### src/rtl/prog_loader.sv
// ---------------------------------------------------------------------------
// prog_loader
//
// Boot-time program loader for the 8-bit microprocessor. A program image
// arrives as a byte stream over a valid/ready handshake and is written into
// the processor RAM write port. The processor is held in reset (cpu_hold)
// until the complete image has been written (and, when enabled, verified).
//
// Frame on the stream: LEN, then LEN payload bytes, then an optional CHK.
// LEN = 0 stands for 2**ADDR_W payload bytes.
//
// Build option:
//   LOADER_CHECKSUM_EN  defined     : a CHK byte follows the payload; the
//                                     image is accepted only when
//                                     (sum(payload) + CHK) mod 2**DATA_W == 0,
//                                     otherwise the loader parks in ERROR.
//                       not defined : no CHK byte, no running sum, LOAD goes
//                                     straight to DONE and err is tied low.
//
// Parameters:
//   ADDR_W     RAM address width (also the payload counter width)
//   DATA_W     RAM data / stream byte width
//   BASE_ADDR  RAM address that receives the first payload byte
//
// Ports:
//   clk       in   rising-edge system clock
//   reset     in   asynchronous, active-low reset
//   start     in   one-cycle pulse: begin/restart a load (ignored mid-frame)
//   rx_data   in   stream byte
//   rx_valid  in   rx_data valid
//   rx_ready  out  loader accepts a byte this cycle (registered)
//   ram_addr  out  RAM write address (registered, holds when idle)
//   ram_data  out  RAM write data (registered, holds when idle)
//   ram_wren  out  RAM write strobe, one-cycle pulse per payload byte
//   cpu_hold  out  1 = processor kept in reset
//   done      out  image loaded; level until next start
//   err       out  checksum mismatch; level until next start
// ---------------------------------------------------------------------------
module prog_loader #(
  parameter int          ADDR_W    = 8,
  parameter int          DATA_W    = 8,
  parameter int unsigned BASE_ADDR = 0
) (
  input  logic              clk,
  input  logic              reset,
  input  logic              start,
  input  logic [DATA_W-1:0] rx_data,
  input  logic              rx_valid,
  output logic              rx_ready,
  output logic [ADDR_W-1:0] ram_addr,
  output logic [DATA_W-1:0] ram_data,
  output logic              ram_wren,
  output logic              cpu_hold,
  output logic              done,
  output logic              err
);

  localparam logic [ADDR_W-1:0] BASE = ADDR_W'(BASE_ADDR);

  typedef enum logic [2:0] {
    S_IDLE,
    S_HDR,
    S_LOAD,
    S_CHECK,
    S_DONE,
    S_ERROR
  } state_t;

  // LEN is a stream byte; the counter is address-wide. A LEN of zero loads
  // a zero counter, which the decrement-until-1->0 exit rule turns into a
  // full 2**ADDR_W byte transfer without any special casing.
  function automatic logic [ADDR_W-1:0] len_to_count(input logic [DATA_W-1:0] len);
    return ADDR_W'(len);
  endfunction

  // rx_ready is derived from the state being entered so that it is a clean
  // register output aligned with state_q.
  function automatic logic state_takes_bytes(input state_t s);
    return (s == S_HDR) || (s == S_LOAD) || (s == S_CHECK);
  endfunction

  state_t            state_q,    state_d;
  logic [ADDR_W-1:0] count_q,    count_d;
  logic [ADDR_W-1:0] ram_addr_q, ram_addr_d;
  logic [DATA_W-1:0] ram_data_q, ram_data_d;
  logic              ram_wren_q, ram_wren_d;
  logic              rx_ready_q, rx_ready_d;
  logic              cpu_hold_q, cpu_hold_d;
  logic              done_q,     done_d;
`ifdef LOADER_CHECKSUM_EN
  logic [DATA_W-1:0] sum_q,      sum_d;
  logic [DATA_W-1:0] chk_total;
  logic              err_q,      err_d;
`endif

  logic accept;

  assign accept = rx_valid & rx_ready_q;

`ifdef LOADER_CHECKSUM_EN
  assign chk_total = sum_q + rx_data;
`endif

  always_comb begin
    state_d    = state_q;
    count_d    = count_q;
    ram_addr_d = ram_addr_q;
    ram_data_d = ram_data_q;
    ram_wren_d = 1'b0;
`ifdef LOADER_CHECKSUM_EN
    sum_d      = sum_q;
`endif

    case (state_q)
      S_IDLE: begin
        if (start) state_d = S_HDR;
      end

      S_HDR: begin
        if (accept) begin
          count_d = len_to_count(rx_data);
          // Pre-decrement so the first payload byte lands on BASE.
          ram_addr_d = BASE - 1'b1;
`ifdef LOADER_CHECKSUM_EN
          sum_d = '0;
`endif
          state_d = S_LOAD;
        end
      end

      S_LOAD: begin
        if (accept) begin
          ram_addr_d = ram_addr_q + 1'b1;
          ram_data_d = rx_data;
          ram_wren_d = 1'b1;
          count_d    = count_q - 1'b1;
`ifdef LOADER_CHECKSUM_EN
          sum_d = sum_q + rx_data;
          if (count_q == ADDR_W'(1)) state_d = S_CHECK;
`else
          if (count_q == ADDR_W'(1)) state_d = S_DONE;
`endif
        end
      end

`ifdef LOADER_CHECKSUM_EN
      S_CHECK: begin
        if (accept) begin
          state_d = (chk_total == '0) ? S_DONE : S_ERROR;
        end
      end

      S_ERROR: begin
        if (start) state_d = S_HDR;
      end
`endif

      S_DONE: begin
        if (start) state_d = S_HDR;
      end

      default: state_d = S_IDLE;
    endcase

    // Status outputs are functions of the next state, so done rises and
    // cpu_hold falls on the very same edge, and both clear together on
    // the start edge that re-enters HDR.
    rx_ready_d = state_takes_bytes(state_d);
    done_d     = (state_d == S_DONE);
    cpu_hold_d = (state_d != S_DONE);
`ifdef LOADER_CHECKSUM_EN
    err_d      = (state_d == S_ERROR);
`endif
  end

  always_ff @(posedge clk or negedge reset) begin
    if (!reset) begin
      state_q    <= S_IDLE;
      count_q    <= '0;
      ram_addr_q <= BASE;
      ram_data_q <= '0;
      ram_wren_q <= 1'b0;
      rx_ready_q <= 1'b0;
      cpu_hold_q <= 1'b1;
      done_q     <= 1'b0;
`ifdef LOADER_CHECKSUM_EN
      sum_q      <= '0;
      err_q      <= 1'b0;
`endif
    end else begin
      state_q    <= state_d;
      count_q    <= count_d;
      ram_addr_q <= ram_addr_d;
      ram_data_q <= ram_data_d;
      ram_wren_q <= ram_wren_d;
      rx_ready_q <= rx_ready_d;
      cpu_hold_q <= cpu_hold_d;
      done_q     <= done_d;
`ifdef LOADER_CHECKSUM_EN
      sum_q      <= sum_d;
      err_q      <= err_d;
`endif
    end
  end

  assign rx_ready = rx_ready_q;
  assign ram_addr = ram_addr_q;
  assign ram_data = ram_data_q;
  assign ram_wren = ram_wren_q;
  assign cpu_hold = cpu_hold_q;
  assign done     = done_q;
`ifdef LOADER_CHECKSUM_EN
  assign err      = err_q;
`else
  assign err      = 1'b0;
`endif

endmodule
### config.mk
export PLATFORM = sky130hd
export DESIGN_NAME = prog_loader
export DESIGN_NICKNAME = d
export VERILOG_FILES = /design/src/rtl/prog_loader.sv
export SDC_FILE = /design/constraint.sdc
export NUM_CORES = 1
export LEC_CHECK = 0
export BUFFER_PORTS_ARGS = -buffer_cell sky130_fd_sc_hd__buf_4
export CORE_UTILIZATION = 42
export CTS_BUF_LIST = sky130_fd_sc_hd__clkbuf_16
export DETAILED_ROUTE_END_ITERATION = 8
export PLACE_DENSITY_LB_ADDON = 0.2
export SLEW_MARGIN = 20
export SYNTH_ARGS = -nofsm -noshare
export SYNTH_HDL_FRONTEND = slang
export SYNTH_SLANG_ARGS = --single-unit
### constraint.sdc
create_clock -name clk -period 2.44 [get_ports clk]
set_input_delay 0.366 -clock clk [delete_from_list [all_inputs] [get_ports clk]]
set_output_delay 0.366 -clock clk [all_outputs]
set_load 0.05 [all_outputs]
======== Word-level counts from Yosys, hierarchy flattened ========
Index checks and enable logic that the tools add are counted.
cells by class
  $add $sub $neg .......................... 2
  multipliers ............................. 0
  equal/unequal tests ..................... 11
  div/mod/pow operators ................... 0
  bitwise operators ....................... 1
  reductions and logical operators ........ 7
  order comparisons ....................... 0
  shift-type cells ........................ 0
  muxes and demuxes ....................... 13
operator list
  cell                                                  number
  two-way mux 8 bit                                     4
  case mux 8 bit (2 select lines)                       2
  two-way mux 3 bit                                     4
  equality test 3 x 2 -> 1 bit (second input constant)  3
  case mux 3 bit (3 select lines)                       1
  adder 8 x 1 -> 8 bit (second input constant)          1
  equality test 8 x 1 -> 1 bit (second input constant)  1
  subtractor 8 x 1 -> 8 bit (second input constant)     1
  equality test 3 x 1 -> 1 bit (second input constant)  2
  equality test 3 bit (second input constant)           2
  inequality test 2 bit (second input constant)         2
  zero test 3 bit                                       1
  inequality test 3 bit (second input constant)         1
  AND reduction 3 bit                                   1
  logical OR 1 bit                                      2
  two-way mux 1 bit                                     2
  AND reduction 2 bit                                   1
  nonzero test 2 bit                                    1
  OR reduction 2 bit                                    1
  bitwise AND 1 bit                                     1
word-level totals
  bits in read-only memories .............. 0
  bits of input ports ..................... 12
  memories ................................ 0
  latch bits .............................. 0
  register bits after elaboration ......... 31
  output and inout port bits .............. 21
  memory bits (writable) .................. 0
  logic and storage cells ................. 42

======== Depth between registers and ports, before layout ========
Gate-level depths: netlist of run 1.
  depth in word-level cells ............... 7
  depth in mapped cells ................... 6
  gate-level depth less buffers ........... 5

======== Worst setup path after synthesis of run 1 ========
No wires, ideal clock.
  kind .................................... reg2reg
  start point ............................. register ram_addr_q[0] (netlist: ram_addr[0])
  end point ............................... register ram_addr_q[6] (netlist: ram_addr[6])
  setup time .............................. 0.129 ns
  period minus slack after synthesis ...... 1.624 ns
  data arrival time ....................... 1.496 ns
  cell stages (with the launch flop) ...... 6
  buffers on the path ..................... 0
  data required time ...................... 2.311 ns
  setup slack ............................. 0.816 ns
  cell sequence ........................... dfrtp_1 -> ha_1 -> nand3_1 -> nor4_1 -> xnor2_1 -> nand2_1
on the way
  longest elaborated chain between the ends .. 3
ends and longest elaborated chain
  item                             line  RTL
  from (decl)                      84    logic [ADDR_W-1:0] ram_addr_q, ram_addr_d;
  from (signal assigned)           193   ram_addr_q <= ram_addr_d;
  adder 8 x 1 -> 8 bit             133   ram_addr_d = ram_addr_q + 1'b1;
  two-way mux 8 bit                132   if (accept) begin
  case mux 8 bit (2 select lines)  114   case (state_q)
Every way passes these cells. The select of a mux whose other input is x is not followed.
A chain may end at the register's enable or synchronous reset.

======== Worst setup path after layout of run 1 ========
  start point ............................. register state_q[1]
  end point ............................... register count_q[4]
on the way
  longest elaborated chain between the ends .. 3
  elaborated cells on any way between the ends .. 7
  those cells by class .................... 4 x eq/ne; 1 x mux; 2 x reduce/logical
ends and longest elaborated chain
  item                                                                          line  RTL
  from (decl)                                                                   82    state_t state_q, state_d;
  from (signal assigned)                                                        191   state_q <= state_d;
  equality test 3 x 1 -> 1 bit or equality test 3 x 2 -> 1 bit (tied branches)  114
  inequality test 2 bit (no line) or nonzero test 2 bit (tied branches)         --
  AND reduction 3 bit (no line)                                                 --
  to (signal assigned)                                                          192   count_q <= count_d;
  to (decl)                                                                     83    logic [ADDR_W-1:0] count_q, count_d;
Parallel ways exist; a longest one is shown, timed or not.

==> impl_metrics.json, run 1 <==
{
  "top_level_ports": 33,
  "start_util_pct": 45.0,
  "tns_ns": 0,
  "dp_slack_ns": 0.833,
  "drc": 0,
  "cts_resized": 0,
  "crit_fanout": 10,
  "grt_pass1_vias": 1245,
  "startpoint_type": "flop",
  "cts.hold.buffers_added": 0,
  "cts_tree": "yes",
  "io_buffers": 31,
  "postLayoutCellArea_sq_mm": 0.00193,
  "dpl_cell_area_sq_mm": 0.00179,
  "critPathCapture": "count_q[4]",
  "min_period_ns": 1.62,
  "synthCells": 159,
  "synth_edf_count": 0,
  "seq_area_frac_synth_pct": 50.5,
  "synth_common_cells": "nand2_1 (38), dfrtp_1 (30), nor2_1 (10)",
  "grt_max_degree": 32,
  "crit_family": "simple AND/OR/NAND/NOR gates",
  "antenna_cells": 0,
  "cts-root-buf": "clkbuf_16",
  "skew_ns": 0.00274,
  "fmax_mhz": 616,
  "vias_per_cell": 5.23,
  "async_reset_ff_share_pct": 100,
  "grt_pass1_wl_um": 5760,
  "synth_top_area_share_pct": 48.8,
  "die_width_um": 62.5,
  "cp.required_ns": 2.56,
  "via_count": 1249,
  "post_cts_buffers": 0,
  "globalRouteMet3Util_pct": 6.20,
  "startpoint": "state_q[1]",
  "setup_viol": 0,
  "cts_sinks": 31,
  "regArea_sq_um": 777,
  "powerDensity_mw_per_mm2": 1450,
  "dr.first_iter.drc_count": 48,
  "r2r_slack_ns": 0.82,
  "coreArea_sq_mm": 0.00342,
  "nNetsFinal": 207,
  "busiest_layer": "met2",
  "cts_buffer_depth": 2,
  "htree_levels": 2,
  "yosysTopAreaCell": "dfrtp_1",
  "ff2ff_path_depth": 4,
  "cp-end-kind": "flop",
  "hold_viol": 0,
  "use_met2_pct": 31.3,
  "slew_viol_final": 0,
  "std_cell_rows": 21,
  "routed_wl_um": 3400,
  "yosys_warnings": 0,
  "ys.flop_type": "dfrtp_1",
  "cts_inserted_buffers": 5,
  "clk_latency_ns": 0.27,
  "synth_seq_cells": 31,
  "place_congestion": 0.801,
  "avgSynthCellArea_sq_um": 9.67,
  "syn_to_final_growth_pct": 25.4,
  "synthTopCellsByArea": "dfrtp_1 (49%), nand2_1 (9.3%), a21oi_1 (2.6%), o21ai_0 (2.6%), ha_1 (2.4%)",
  "rsz0062_at_grt": "no",
  "crit_type": "flop to flop",
  "post_drt_wl_per_cell_um": 14.2,
  "multiInputGateArea_sq_um": 693,
  "irDropWorstVdd_mv": 0.728,
  "path_cells": "xnor2_2 -> nand2b_1 -> nor2_1 -> a2bb2oi_1",
  "crit_buf_inv": 0,
  "synth_cell_types": 42,
  "drv_cap": 0,
  "antenna_found_initial": 0,
  "status": "complete, no violations",
  "setup_slack_ns": 0.816,
  "ant_nets": 0,
  "synth_most_common_cell": "nand2_1",
  "final_layout_size_suffix_gt1_share_pct": 23.8,
  "overflow": 0,
  "period_share_pct": 66.5,
  "dieArea_sq_mm": 0.00391,
  "critical_path_cell_count": 4,
  "clkTransAtPathRegs_ns": 0.05,
  "hold_class": "input port to asynchronous set/reset pin",
  "max_slew_margin_pct": 60.7,
  "p_leak_nw": 0.880,
  "slowest_stage": "dfrtp_1",
  "drt-pass1-iter-count": 4,
  "grt_use_total_pct": 19.7,
  "netlist_area_sq_mm": 0.00154,
  "cpPeakStageDelay_ns": 0.47,
  "worstPathArrival_ns": 1.74,
  "grtUsageMet1_pct": 24.3,
  "dieHeight_um": 62.5,
  "r2r-start": "state_q[1]",
  "n_fill_cell": 313,
  "r2r_end": "count_q[4]",
  "worst_pin_slew_ns": 0.588,
  "synth_nets": 174,
  "hpwlAfterDp_um": 2370
}
-- cell families (layout without fill, tap and decap cells) --
logic type               Yosys count  in the layout  share of synthesized area [%]
AND/OR/NAND/NOR                   74             74                           25.1
AO/OA/AOI/OAI                     32             32                           12.8
flip-flops                        31             31                           50.5
buffers and inverters             11             45                           4.39
XOR/XNOR                           6              6                           3.91
adder cells (fa/ha/maj)            3              3                           2.44
other                              1              1                          0.244
multiplexers                       1              1                          0.651
-- routing by layer --
layer | vias to the layer above | share of wire, % | wire length [um]
li1 | 610 | - | -
met2 | 25 | 49 | 1680
met4 | 0 | 1.7 | 57
met3 | 5 | 3.6 | 123
met5 | - | 0 | 0
met1 | 609 | 45 | 1540
-- state kept, by name (all words and copies together) (netlist names) --
register	flops
rx_ready	1
ram_addr	8
state_q	3
cpu_hold	1
done	1
count_q	8
ram_wren	1
ram_data	8
-- metrics by stage --
| stage | total power [mW] | instances | util, % | hold WS [ns] |
|---|---|---|---|---|
| CTS | 2.81 | 239 | 56.4 | 0.0315 |
| global placement | 2.18 | 231 | 52.4 | 0.321 |
| floorplan | 1.89 | 159 | - | 0.0704 |
| finish | 2.79 | 239 | 56.4 | 0.0168 |
| detailed placement | 2.22 | 231 | 52.4 | 0.322 |
| global route | 2.97 | 239 | 56.4 | 0.0524 |
-- layout make-up --
type	count	share of cell area [%]
clock buffer	5	6.49
clock inverter	3	0.649
inverter	4	0.779
multi-input combinational	117	36.0
sequential	31	40.3
tap	46	2.99
timing repair buffer	33	12.8
-- cells in the final DEF, fill, tap and decap left out, types with 4 or more instances in the layout --
master     Yosys  routed
nand2_1       38      38
buf_4          2      33
dfrtp_1       30      30
nand3_1        5       5
nor2_1        10      10
nor3_1         4       4
xnor2_1        4       4
o21ai_0        8       8
clkbuf_16      0       5
a2bb2oi_1      4       4
inv_1          3       4
a21oi_1        8       8
-- power breakdown --
group	internal [mW]	total [mW]	switching, mW
clock network	0.367	0.571	0.204
registers	0.716	0.929	0.213
logic	0.449	1.29	0.842
-- worst min-delay path by stage --
stage                      from           to  slack (ns)
after global placement    reset  ram_addr[2]        0.32
after CTS                 reset  ram_addr[7]        0.03
after global routing      reset  ram_addr[5]        0.05
after floorplan           reset   count_q[0]        0.07
after detailed placement  reset  ram_addr[2]        0.32
final                     reset  ram_addr[2]        0.02
(Power assumes the default switching activity.)
==> run 2: changes to the inputs <==
- clock period: 2.44 -> 1.5 ns (I/O delays scaled with it)
==> impl_metrics.json, run 2 (synthesis results as in run 1) <==
{
  "met1_length_um": 1520,
  "period_share_pct": 98.2,
  "hold_class": "input port to flop",
  "antenna_found_initial": 0,
  "grt_use_total_pct": 18.8,
  "critPathCapture": "count_q[1]",
  "hpwlAfterDp_um": 2410,
  "syn_to_final_growth_pct": 32.1,
  "slowest_stage": "or3b_4",
  "final_util_pct": 59.5,
  "std_cell_rows": 21,
  "power_mw": 4.73,
  "ff2ff_path_depth": 4,
  "r2r-start": "state_q[2]",
  "routed_wl_um": 3420,
  "cts_buffer_depth": 2,
  "vias_per_cell": 5.24,
  "nNetsFinal": 214,
  "cts-root-buf": "clkbuf_16",
  "final_layout_size_suffix_gt1_share_pct": 32.5,
  "clk_latency_ns": 0.27,
  "layout_commonest_cell": "buf_4",
  "dieHeight_um": 62.5,
  "post_drt_wl_per_cell_um": 13.9,
  "worstPathArrival_ns": 1.62,
  "antenna_cells": 0,
  "path_cells": "buf_4 -> or3b_4 -> a211oi_2 -> a21oi_1",
  "powerDensity_mw_per_mm2": 2330,
  "crit_fanout": 9,
  "cts_sinks": 31,
  "grt_pass1_vias": 1221,
  "drt-pass1-iter-count": 4,
  "clkTransAtPathRegs_ns": 0.05,
  "dr.first_iter.drc_count": 34,
  "r2r_slack_ns": 0.03,
  "cpPeakStageDelay_ns": 0.43,
  "skew_ns": 0.00387,
  "crit_type": "flop to flop",
  "dieArea_sq_mm": 0.00391,
  "via_count": 1290,
  "startpoint": "state_q[2]",
  "n_fill_cell": 304,
  "drv_cap": 0,
  "die_width_um": 62.5,
  "final_cells": 246,
  "grt_max_degree": 32,
  "irDropWorstVdd_mv": 1.06,
  "place_congestion": 0.788,
  "wl_met3_um": 143,
  "status": "complete, no violations",
  "cp.required_ns": 1.65,
  "cts_tree": "yes",
  "hold_ws_ns": 0.150,
  "final_cell_mix": "buf_4 (39), nand2_1 (38), dfrtp_1 (24), nor2_1 (9)",
  "slew_viol_final": 0,
  "grt_pass1_wl_um": 5690,
  "min_period_ns": 1.47,
  "fmax_mhz": 679,
  "coreArea_sq_mm": 0.00342,
  "highest_layer": "met4",
  "io_buffers": 31,
  "r2r_end": "count_q[1]",
  "placed_cells": 235,
  "regArea_sq_um": 785,
  "cp-end-kind": "flop",
  "p_leak_nw": 0.927,
  "top_level_ports": 33,
  "ant_nets": 0,
  "setup_viol": 0,
  "start_util_pct": 45.0,
  "drc": 0,
  "startpoint_type": "flop",
  "htree_levels": 2,
  "overflow": 0,
  "met2_length_um": 1680,
  "hold_viol": 0,
  "rsz0062_at_grt": "yes",
  "multiInputGateArea_sq_um": 732,
  "cts_inserted_buffers": 5
}
-- run 2: report_power, final --
group / total, mW / switching (mW) / internal [mW]
combinational: 2.28 / 1.44 / 0.841
sequential: 1.51 / 0.336 / 1.18
clock: 0.935 / 0.338 / 0.597
total: 4.73 / 2.11 / 2.62
-- run 2: timing repair --
action,CTS,global route
hold buffers,1,0
gates cloned,0,0
resized for setup,5,7
buffers inserted,1,1
endpoints found under the setup margin,16,12
hold endpoints to repair,30,0
pin swaps,1,2
-- run 2: area by class of cell --
class | instances | area share, %
Tap cell | 46 | 2.83
Clock inverter | 3 | 0.616
Sequential cell | 31 | 38.6
Timing Repair Buffer | 40 | 14.9
Clock buffer | 5 | 6.16
Inverter | 4 | 0.801
Multi-Input combinational cell | 117 | 36.0
-- run 2: worst min-delay path by stage --
stage          cells after the start       start  slack (ns)          end
2_1_floorplan                      0       reset       -0.07   count_q[0]
3_3_place_gp                       1       reset        0.18  ram_addr[3]
3_5_place_dp                       1       reset        0.18  ram_addr[3]
4_1_cts                            3  rx_data[3]        0.15  ram_data[3]
5_1_grt                            3  rx_data[5]        0.17  ram_data[5]
6_report                           3  rx_data[3]        0.15  ram_data[3]
-- run 2: per-stage QoR --
| stage | setup WS (ns) | area, sq um | TNS [ns] |
|---|---|---|---|
| floorplan | 0.0443 | 1540 | 0 |
| detailed placement | -0.114 | 1830 | -0.921 |
| CTS | 0.0306 | 1990 | 0 |
| global route | -0.0317 | 2030 | -0.152 |
| finish | 0.0269 | 2030 | 0 |
| global placement | -0.0547 | 1830 | -0.124 |
-- run 2: critical path, delay by kind of cell, from the launching register on --
kind / cells / cell delay, ns
DFF: 1 / 0.41
buffers and inverters: 1 / 0.16
and+or+nand+nor: 1 / 0.43
AOI/OAI and AO/OA: 2 / 0.35
-- run 2: per-layer routing --
| metal | vias to the layer above | track usage [%] |
|---|---|---|
| met5 | - | 0 |
| li1 | 623 | - |
| met4 | 0 | 7.85 |
| met1 | 624 | 24.6 |
| met2 | 33 | 30.2 |
| met3 | 10 | 4.01 |
